## src/rtl/fft_ser_pkg.sv

```systemverilog
// Shared types and default widths for the FFT bin serializer.
// FFT_SER_SAT_EN selects saturating rather than wrapping narrowing.
package fft_ser_pkg;

    localparam int N_BINS_D    = 8;
    localparam int IN_W_D      = 9;
    localparam int OUT_W_D     = 8;
    localparam int MAG_SHIFT_D = 8;

    typedef enum logic [1:0] {
        ST_IDLE,
        ST_CALC_RE,
        ST_CALC_IM,
        ST_SEND
    } state_t;

    function automatic int ACC_W(input int in_w);
        return 2 * in_w + 1;
    endfunction

endpackage

```

## src/rtl/fft_mag_sq.sv

```systemverilog
// Single shared signed squarer with load/accumulate control.
// Builds re^2 + im^2 over two cycles for one bin.
module fft_mag_sq
    import fft_ser_pkg::*;
#(
    parameter int IN_W = IN_W_D
) (
    input  logic                    clk,
    input  logic                    rst_n,
    input  logic                    load,
    input  logic                    accum,
    input  logic [IN_W-1:0]         operand,
    output logic [ACC_W(IN_W)-1:0]  acc
);

    localparam int AW = ACC_W(IN_W);

    logic signed [2*IN_W-1:0] sq;
    logic [AW-1:0]            sq_ext;

    // A square is never negative, so zero-extension is exact.
    assign sq     = $signed(operand) * $signed(operand);
    assign sq_ext = {1'b0, sq};

    always_ff @(posedge clk or negedge rst_n) begin
        if (!rst_n) begin
            acc <= '0;
        end else if (load) begin
            acc <= sq_ext;
        end else if (accum) begin
            acc <= acc + sq_ext;
        end
    end

endmodule

```

## src/rtl/fft_bin_serializer.sv

```systemverilog
// Streams |X[k]|^2 of one captured FFT frame, one bin per handshake.
// Define FFT_SER_SAT_EN for saturating narrowing; default wraps.
module fft_bin_serializer
    import fft_ser_pkg::*;
#(
    parameter int N_BINS    = N_BINS_D,
    parameter int IN_W      = IN_W_D,
    parameter int OUT_W     = OUT_W_D,
    parameter int MAG_SHIFT = MAG_SHIFT_D
) (
    input  logic                      clk,
    input  logic                      rst_n,
    input  logic                      frame_valid,
    input  logic [N_BINS*IN_W-1:0]    bins_re,
    input  logic [N_BINS*IN_W-1:0]    bins_im,
    input  logic                      out_ready,
    output logic                      out_valid,
    output logic [OUT_W-1:0]          out_data,
    output logic [$clog2(N_BINS)-1:0] out_idx,
    output logic                      out_last,
    output logic                      busy,
    output logic                      frame_drop
);

    localparam int AW    = ACC_W(IN_W);
    localparam int IDX_W = $clog2(N_BINS);
    localparam logic [IDX_W-1:0] LAST_IDX = IDX_W'(N_BINS - 1);

    state_t state;
    state_t state_nxt;

    logic [N_BINS*IN_W-1:0] re_q;
    logic [N_BINS*IN_W-1:0] im_q;
    logic [IDX_W-1:0]       idx;
    logic [AW-1:0]          acc;
    logic [IN_W-1:0]        operand;
    logic [OUT_W-1:0]       narrowed;
    logic                   load;
    logic                   accum;
    logic                   accept;
    logic                   xfer;

`ifdef FFT_SER_SAT_EN
    localparam logic [AW-1:0] OUT_MAX = AW'((1 << OUT_W) - 1);

    assign narrowed = ((acc >> MAG_SHIFT) > OUT_MAX) ? '1
                    : OUT_W'(acc >> MAG_SHIFT);
`else
    assign narrowed = OUT_W'(acc >> MAG_SHIFT);
`endif

    assign operand = (state == ST_CALC_IM) ? im_q[idx*IN_W +: IN_W]
                                           : re_q[idx*IN_W +: IN_W];

    fft_mag_sq #(
        .IN_W (IN_W)
    ) u_mag_sq (
        .clk     (clk),
        .rst_n   (rst_n),
        .load    (load),
        .accum   (accum),
        .operand (operand),
        .acc     (acc)
    );

    always_ff @(posedge clk or negedge rst_n) begin
        if (!rst_n) begin
            state <= ST_IDLE;
        end else begin
            state <= state_nxt;
        end
    end

    always_comb begin
        state_nxt = state;
        load      = 1'b0;
        accum     = 1'b0;
        accept    = 1'b0;
        xfer      = 1'b0;
        out_valid = 1'b0;
        out_data  = '0;
        out_idx   = '0;
        out_last  = 1'b0;
        busy      = 1'b1;
        unique case (state)
            ST_IDLE: begin
                busy = 1'b0;
                if (frame_valid) begin
                    accept    = 1'b1;
                    state_nxt = ST_CALC_RE;
                end
            end
            ST_CALC_RE: begin
                load      = 1'b1;
                state_nxt = ST_CALC_IM;
            end
            ST_CALC_IM: begin
                accum     = 1'b1;
                state_nxt = ST_SEND;
            end
            ST_SEND: begin
                out_valid = 1'b1;
                out_data  = narrowed;
                out_idx   = idx;
                out_last  = (idx == LAST_IDX);
                if (out_ready) begin
                    xfer      = 1'b1;
                    state_nxt = out_last ? ST_IDLE : ST_CALC_RE;
                end
            end
            default: state_nxt = ST_IDLE;
        endcase
    end

    // Bins are captured once per frame; later frame_valid pulses only flag a drop.
    always_ff @(posedge clk or negedge rst_n) begin
        if (!rst_n) begin
            re_q       <= '0;
            im_q       <= '0;
            idx        <= '0;
            frame_drop <= 1'b0;
        end else begin
            frame_drop <= frame_valid && (state != ST_IDLE);
            if (accept) begin
                re_q <= bins_re;
                im_q <= bins_im;
                idx  <= '0;
            end else if (xfer && !out_last) begin
                idx <= idx + 1'b1;
            end
        end
    end

endmodule

```

## config.mk

```make
export PLATFORM = sky130hd
export DESIGN_NAME = fft_bin_serializer
export DESIGN_NICKNAME = d
export VERILOG_FILES = /design/src/rtl/fft_ser_pkg.sv /design/src/rtl/fft_mag_sq.sv /design/src/rtl/fft_bin_serializer.sv
export SDC_FILE = /design/constraint.sdc
export NUM_CORES = 1
export LEC_CHECK = 0
export ABC_AREA = 1
export ABC_CLOCK_PERIOD_IN_PS = 6900
export CAP_MARGIN = 20
export CORE_ASPECT_RATIO = 0.5
export CORE_UTILIZATION = 50
export DETAILED_ROUTE_END_ITERATION = 8
export GPL_ROUTABILITY_DRIVEN = 0
export HOLD_SLACK_MARGIN = 0.06
export PLACE_DENSITY = 0.87
export SYNTH_ARGS = -nofsm -noshare
export SYNTH_HDL_FRONTEND = slang
export SYNTH_SLANG_ARGS = --single-unit
```

## constraint.sdc

```tcl
create_clock -name clk -period 6.9 [get_ports clk]
set_clock_uncertainty 0.15 [all_clocks]
set_input_delay 1.38 -clock clk [delete_from_list [all_inputs] [get_ports clk]]
set_output_delay 1.38 -clock clk [all_outputs]
set_load 0.01 [all_outputs]
```

# Word level (Yosys, flattened, before mapping)
# Index checks and enable logic that the tools add are counted.
[totals]
output_inout_bits = 15
regBits = 169
[classes]
n_reduce_logical = 8
addsub = 2
shifts = 2
multipliers = 2
muxes = 20
eq_ne = 6
[ops]
columns = ["op", "n"]
rows = [
  ["variable part select 72 x 8 -> 9 bit", 2],
  ["2-to-1 mux 19 bit", 2],
  ["adder 19 x 18 -> 19 bit", 1],
  ["multiplier 9 x 9 -> 18 bit", 1],
  ["2-to-1 mux 1 bit", 10],
  ["2-to-1 mux 3 bit", 3],
  ["2-to-1 mux 9 bit", 1],
  ["2-to-1 mux 8 bit", 1],
  ["case mux 2 bit (4 select lines)", 1],
  ["multiplier 3 x 4 -> 7 bit (second input constant)", 1],
  ["nonzero test 2 bit", 3],
  ["== test 2 bit (second input constant)", 2],
  ["2-to-1 mux 2 bit", 2],
  ["inequality test 2 bit (second input constant)", 2],
  ["adder 3 x 1 -> 3 bit (second input constant)", 1],
  ["== test 3 bit (second input constant)", 1],
  ["== test 2 x 1 -> 1 bit (second input constant)", 1],
  ["logical AND 1 bit", 2],
  ["logical NOT 2 bit", 1],
  ["AND reduction 2 bit", 1],
  ["logical NOT 1 bit", 1],
]

# Logic depth before layout (Yosys ltp)
# Gate-level depths: netlist of the first run.
[depth]
ltp_word = 7
mapped_depth = 46
ltp_nobuf = 43

# By module
# Synthesis of the first run repeated with hierarchy kept, for this count alone.
[hier_totals]
cells_unflattened = 1665
hier_area_um2 = 12390.6
[modules_own_cells]
columns = ["mod", "area_per_inst_um2", "n_inst", "cells_per_inst"]
rows = [
  ["fft_bin_serializer", 7516.0, 1, 980],
  ["fft_mag_sq", 4874.7, 1, 685],
]

# Least setup slack after synthesis of the first run
# Ideal clock, no wire load.
[synth_timing]
path_kind = "register to register"
start = "reg state[0]"
end = "reg u_mag_sq.acc[15]"
slack_ns = -0.438
required_ns = 6.632
stages_incl_launch_ff = 44
path_buffers = 4
t_arrival_ns = 7.070
path_cell_list = "dfrtp_1 inv_1 ha_1 buf_6 inv_6 buf_6 buf_4 nand2_1 a221o_1 o211ai_1 nand2_1 buf_2 inv_1 nor2_1 fa_1 inv_1 fa_1 inv_1 [8 not listed] a21oi_1 o21ai_0 nand2_1 nand2_1 xor2_1 inv_1 ha_1 inv_1 nor3_1 inv_1 nor2_1 nor2_1 nand3_1 nand3_1 inv_1 nand3_1 nand3_1 nand2_1"
[synth_via]
elab_chain_len = 6
word_cells_on_any_way = 10
classes_between = "1 x add/sub; 1 x mul; 2 x eq/ne; 5 x mux; 1 x reduce/logical"
[synth_lines]
columns = ["element", "line", "source"]
rows = [
  ["from (decl)", "fft_bin_serializer.sv:29", "state_t state;"],
  ["from (signal assigned)", "fft_bin_serializer.sv:70", "state <= state_nxt;"],
  ["== test 2 bit", "fft_bin_serializer.sv:52, fft_bin_serializer.sv:85", ""],
  ["2-to-1 mux 9 bit", "fft_bin_serializer.sv:52", "assign operand = (state == ST_CALC_IM) ? im_q[idx*IN_W +: IN_W]"],
  ["multiplier 9 x 9 -> 18 bit", "fft_mag_sq.sv:22", "assign sq = $signed(operand) * $signed(operand);"],
  ["adder 19 x 18 -> 19 bit", "fft_mag_sq.sv:31", "acc <= acc + sq_ext;"],
  ["2-to-1 mux 19 bit", "fft_mag_sq.sv:30", "end else if (accum) begin"],
  ["2-to-1 mux 19 bit", "fft_mag_sq.sv:28", "end else if (load) begin"],
  ["to (signal assigned)", "fft_mag_sq.sv:29", "acc <= sq_ext;"],
  ["to (signal assigned)", "fft_mag_sq.sv:31", ""],
  ["to (decl)", "fft_mag_sq.sv:13", "output logic [ACC_W(IN_W)-1:0] acc"],
]
# Parallel ways exist; a longest one is shown, timed or not. The select of a mux whose other input is x is not followed.
# A chain may end at the register's enable or synchronous reset.

# Worst setup path after layout of the first run
# Same ends and word-level chain as after synthesis.

==> results of run 1 <==
-- cells in the mapped netlist, drive strengths merged --
cell type	count	area [sq um]
inv	138	525.5
o21bai	2	15.01
o31a	1	8.760
clkbuf	34	127.6
nor3	2	10.01
or3	1	6.260
clkinv	1	3.750
a31oi	5	31.28
o211ai	10	80.07
and2	1	6.260
nor2	66	267.8
a221o	5	50.05
a32o	3	30.03
buf	33	214.0
xor2	11	96.34
o21ai	35	186.4
o31ai	1	7.510
a21o	2	15.01
a21oi	57	285.3
o221ai	4	35.03
a22o	3	26.28
nand3	89	445.4
o22ai	4	25.02
a221oi	4	35.03
xnor2	4	35.03
nand3b	3	22.52
or2	2	12.51
a311o	2	20.02
nor4	1	6.260
fa	51	1021
nand4	1	6.260
ha	55	688.2
nand2	659	2494
dfrtp	166	4154
-- worst max-delay path by stage --
stage	from	end	slack (ps)	cells after the start
after floorplan	state[0]	u_mag_sq.acc[15]	30	43
after global placement	state[0]	u_mag_sq.acc[15]	-130	38
after detailed placement	state[0]	u_mag_sq.acc[15]	-310	37
after CTS	state[1]	u_mag_sq.acc[15]	-120	40
after global routing	state[0]	u_mag_sq.acc[15]	-660	42
final	state[0]	u_mag_sq.acc[15]	-220	38
-- final cells by class --
type                       count  area [sq um]
fill                        1580          6778
multi-input combinational   1084          6147
sequential                   166          4154
timing repair buffer         260          2476
inverter                     139         531.8
clock buffer                  19         442.9
tap                          292         365.4
clock inverter                13         168.9
-- worst reg2reg max path, delay by kind of cell (launching register included) --
| family | cells | cell delay, ps |
|---|---|---|
| AOI/OAI and AO/OA | 4 | 610 |
| xor gates and xnor gates | 1 | 160 |
| adders and majority gates | 8 | 3390 |
| buffers and inverters | 11 | 970 |
| DFF | 1 | 390 |
| and+or+nand+nor | 14 | 1350 |
-- routing by layer --
| metal | vias to the layer above | track usage |
|---|---|---|
| li1 | 4990 | - |
| met3 | 81 | 0.05477 |
| met4 | 0 | 0.1123 |
| met2 | 445 | 0.4805 |
| met1 | 5079 | 0.3549 |
| met5 | - | 0 |
-- sequential cells by signal, summed over array words and instances (netlist names) --
name          count
im_q             72
re_q             72
u_mag_sq.acc     16
idx               3
state             2
frame_drop        1
-- kinds of logic (layout without fill, tap and decap cells) --
logic type | Yosys count | in the layout | share of synthesized area
xor gates and xnor gates | 15 | 15 | 0.01195
AOI/OAI and AO/OA | 138 | 138 | 0.07739
DFF | 166 | 166 | 0.3779
and+or+nand+nor | 825 | 825 | 0.2981
adders and majority gates | 106 | 106 | 0.1555
buffers and inverters | 206 | 431 | 0.07922
-- per-stage QoR --
step,area [sq um],setup WS [ps]
after floorplan,11060,31.54
after global placement,13470,-128.3
after detailed placement,13470,-305.1
after CTS,14170,-118.6
after global routing,14290,-657.7
final,14290,-224.9
-- cells in the final DEF (no fill, tap or decap), types with 3 or more instances in the layout --
master	instances
a21oi_1	50
a21oi_2	6
a221o_1	5
a22o_1	3
a31oi_1	5
a32o_1	3
buf_12	6
buf_4	86
buf_6	5
clkbuf_16	17
clkdlybuf4s50_1	161
clkinv_4	4
dfrtp_1	166
fa_1	50
ha_1	51
ha_4	4
inv_1	126
inv_2	9
inv_6	3
nand2_1	648
nand2_2	8
nand2_4	3
nand3_1	86
nand3_2	3
nand3b_1	3
nor2_1	54
nor2_2	10
o211ai_1	9
o21ai_0	29
o21ai_1	5
o221ai_1	4
o22ai_1	4
xnor2_1	4
xor2_1	10
-- repair_timing --
item,in CTS,in global routing
pin swaps,9,9
endpoints found under the hold margin,0,0
gates resized for setup,20,19
setup buffers,2,2
endpoints found under the setup margin,6,7
==> impl_metrics.ini, run 1 <==
[cts]
cts.sinks = 166
clockRootBuffer = clkbuf_16
numCtsBuffers = 17
cts_tree = built
ctsHtreeMaxLevel = 4
cts.clk_slew.worst_paths_ps = 70
clk_path_buf_depth = 2
worstSkewPairLatency_ps = 440
ctsHoldBuffers = 0

[final_layout]
layout.nets = 1922
diodes = 0
final_layout_size_suffix_gt1_frac = 0.1130
final_util = 0.6782
stdcell_count = 1973
area_growth_pct = 29.96

[setup_path]
cp-end-kind = flop
worst_path_most_repeated_cell = inv_1
cp.arrival_ps = 7310
required_ps = 7080
slowest_delay_ps = 530
critPathBufInv = 11
crit_type = reg2reg
critPathMaxFanout = 6
rrSetupSlack_ps = -220
regToRegEndpoint = u_mag_sq.acc[15]
slowest_stage = fa_1
r2r-start = state[0]
cpLargestDelayFamily = adder cells
start_kind = flop
worst_r2r_path_depth = 38

[logic_synthesis]
yosys_warnings = 0
syn_area_sq_um = 10990
seq_area_frac_synth = 0.3779
syn_avg_cell_area_sq_um = 7.550
synth_nets = 1710
synthDistinctLibCells = 46
syn_inst = 1456
synth_seq_cells = 166

[min_path]
whs_endpoint = re_q[40]
hold_path_class = reg2reg
hold_start = re_q[40]
min_path_cells = 2

[die]
initial_utilization = 0.5219
core_sq_um = 21060
chipWidth_microns = 211.7
ios = 163
die_height_microns = 106.9
num_rows = 37
die_area_sq_um = 22620

[drt]
antenna_left = 0
vias_per_cell = 5.370
drt_iter0_drc = 823
avgRoutedWirePerCell_microns = 15.67
drc = 0
drtPass1Iterations = 5
wirelength_microns = 30910
met1_length_microns = 12620
wl_met2_microns = 15200
vias = 10600
top_layer = met4
met3WireLength_microns = 2109

[global_route]
grt_pass1_wl_microns = 49700
grt_max_degree = 92
track_usage = 0.2818
grt_pass1_vias = 10280
grt_overflow = 0
antenna_found_initial = 0

[sta]
maxSlewViolCount = 0
hold_violations = 0
report.final.setup_viol = 5
max_freq_mhz = 140.4
whs_ps = 333.5
period_share = 1.033
worst_slew_pin_slew_ps = 887.7
min_period_ps = 7125
max_slew_margin = 0.4082
fin_ws_ps = -224.9
fin_setup_tns_ps = -460.9
rsz0062_at_grt = true

[run_status]
outcome = complete, but fails checks
violations = setup timing

[run]
max_cap_violations = 0

[placed_design]
dpl.cell_count = 1936
io_buffers = 162
dp_hpwl_microns = 22430
Power of run 1 is not shown: default switching activity piles up to over one toggle a cycle in this logic, so the estimate is an artifact.
==> inputs of run 2 (changes only) <==
--- a/config.mk
+++ b/config.mk
@@ -9,11 +9,12 @@
 export ABC_CLOCK_PERIOD_IN_PS = 6900
 export CAP_MARGIN = 20
 export CORE_ASPECT_RATIO = 0.5
-export CORE_UTILIZATION = 50
+export CORE_UTILIZATION = 40
 export DETAILED_ROUTE_END_ITERATION = 8
 export GPL_ROUTABILITY_DRIVEN = 0
 export HOLD_SLACK_MARGIN = 0.06
-export PLACE_DENSITY = 0.87
+export PLACE_DENSITY = 0.74
+export SKIP_CTS_REPAIR_TIMING = 1
 export SYNTH_ARGS = -nofsm -noshare
 export SYNTH_HDL_FRONTEND = slang
 export SYNTH_SLANG_ARGS = --single-unit
==> run 2 against run 1 <==
  * The flow still finishes with violations (setup timing)
  * Non-clock buffer count rose by 15
  * Utilization fell by 13 points
  * Worst setup slack improved by 40 ps
  * Fmax rose by 0.57%
  * Cell count rose by 3.9%
  * Largest cell class unchanged
==> impl_metrics.ini, run 2 (synthesis results as in run 1) <==
[setup_path]
crit_start = state[0]
start_kind = flop
cp-end-kind = flop
required_ps = 7090
slowest_stage = fa_1
slowest_delay_ps = 540
cpLargestDelayFamily = adder cells
worst_path_most_repeated_cell = nand2_1
r2r-start = state[0]
critPathCapture = u_mag_sq.acc[15]
crit_type = reg2reg
cp.arrival_ps = 7270
critPathMaxFanout = 7
critPathBufInv = 13
regToRegEndpoint = u_mag_sq.acc[15]
rrSetupSlack_ps = -180
worst_r2r_path_depth = 43
cp.depth = 43

[drt]
vias = 10300
wirelength_microns = 31190
drc = 0
vias_per_cell = 5.029
drt_iter0_drc = 672
avgRoutedWirePerCell_microns = 15.22
antenna_left = 0
drtPass1Iterations = 5

[sta]
fin_ws_ps = -184.5
max_freq_mhz = 141.2
period_share = 1.027
hold_violations = 0
min_period_ps = 7084
whs_ps = 331.6
rsz0062_at_grt = true
fin_setup_tns_ps = -365.9
max_slew_margin = 0.3536
worst_slew_pin_slew_ps = 969.6
maxSlewViolCount = 0
report.final.setup_viol = 2

[final_layout]
final_layout_size_suffix_gt1_frac = 0.1503
layout_commonest_cell = nand2_1
final_cell_mix = nand2_1 (642), dfrtp_1 (166), clkdlybuf4s50_1 (161)
area_growth_pct = 33.99
largestRegisters = im_q (72), re_q (72), u_mag_sq.acc (16)
postLayoutCellArea_sq_um = 14730
diodes = 0
layout.nets = 1938

[run_status]
outcome = complete, but fails checks
violations = setup timing

[die]
num_rows = 42
die_area_sq_um = 28190
ios = 163
initial_utilization = 0.4118
core_sq_um = 26700
chipWidth_microns = 236.4
die_height_microns = 119.2

[run]
max_cap_violations = 0

[cts]
cts.sinks = 166
clockRootBuffer = clkbuf_16
numCtsBuffers = 17
clk_path_buf_depth = 2
cts_tree = built
cts.clk_slew.worst_paths_ps = 70
worstSkewPairLatency_ps = 450
ctsHtreeMaxLevel = 4

[global_route]
grt_pass1_vias = 9956
antenna_found_initial = 0
grt_overflow = 0
grt_pass1_wl_microns = 49110
track_usage = 0.2204
grt_max_degree = 103

[placed_design]
preCtsSetupSlack_ps = -229.6
place_area_sq_um = 13530
io_buffers = 162
dp_hpwl_microns = 22930

[min_path]
hold_path_class = reg2reg
## run 2: cell types whose count changed in the layout (fill, tap and decap cells not counted), moves of 7 or more
cell / before / now
ha_1: 51 / 44
nand3_2: 3 / 18
inv_2: 9 / 17
nand3_1: 86 / 70
buf_4: 86 / 100
inv_1: 126 / 117
## run 2: worst min path at each step
stage / from / to / cells after the start
floorplan: re_q[13] / re_q[13] / 2
global placement: re_q[67] / re_q[67] / 2
detailed placement: im_q[36] / im_q[36] / 2
CTS: im_q[36] / im_q[36] / 2
global route: im_q[59] / im_q[59] / 2
finish: im_q[36] / im_q[36] / 2
## run 2: layer usage
metal / global-route usage / vias up / share of wire
li1: - / 5021 / -
met1: 0.2891 / 4912 / 0.44
met2: 0.3612 / 298 / 0.48
met3: 0.04149 / 73 / 0.052
met4: 0.08726 / 0 / 0.031
met5: 0 / - / 0
## run 2: final cells by class
cell class / count / area (sq um)
multi-input cells: 1084 / 6427
flip-flops and latches: 166 / 4154
clock inverters: 14 / 160.2
repair inverters: 1 / 8.758
clock buffers: 18 / 439.2
inverters: 139 / 541.8
well taps: 352 / 440.4
fillers: 2403 / 11970
repair buffers: 275 / 2557
## run 2: worst min-delay path, stage by stage, from the launching register on
cell and delay (ps):
dfrtp_1 340, nand2_1 50, nand2_1 60
## run 2: stage by stage
| stage | cells | utilization |
|---|---|---|
| final | 2049 | 0.5517 |
| after global routing | 2049 | 0.5517 |
| after CTS | 2033 | 0.5294 |
| after detailed placement | 2001 | 0.5069 |
| after global placement | 2001 | 0.5069 |
| after floorplan | 1456 | - |
Power of run 2 is left out for the same reason.
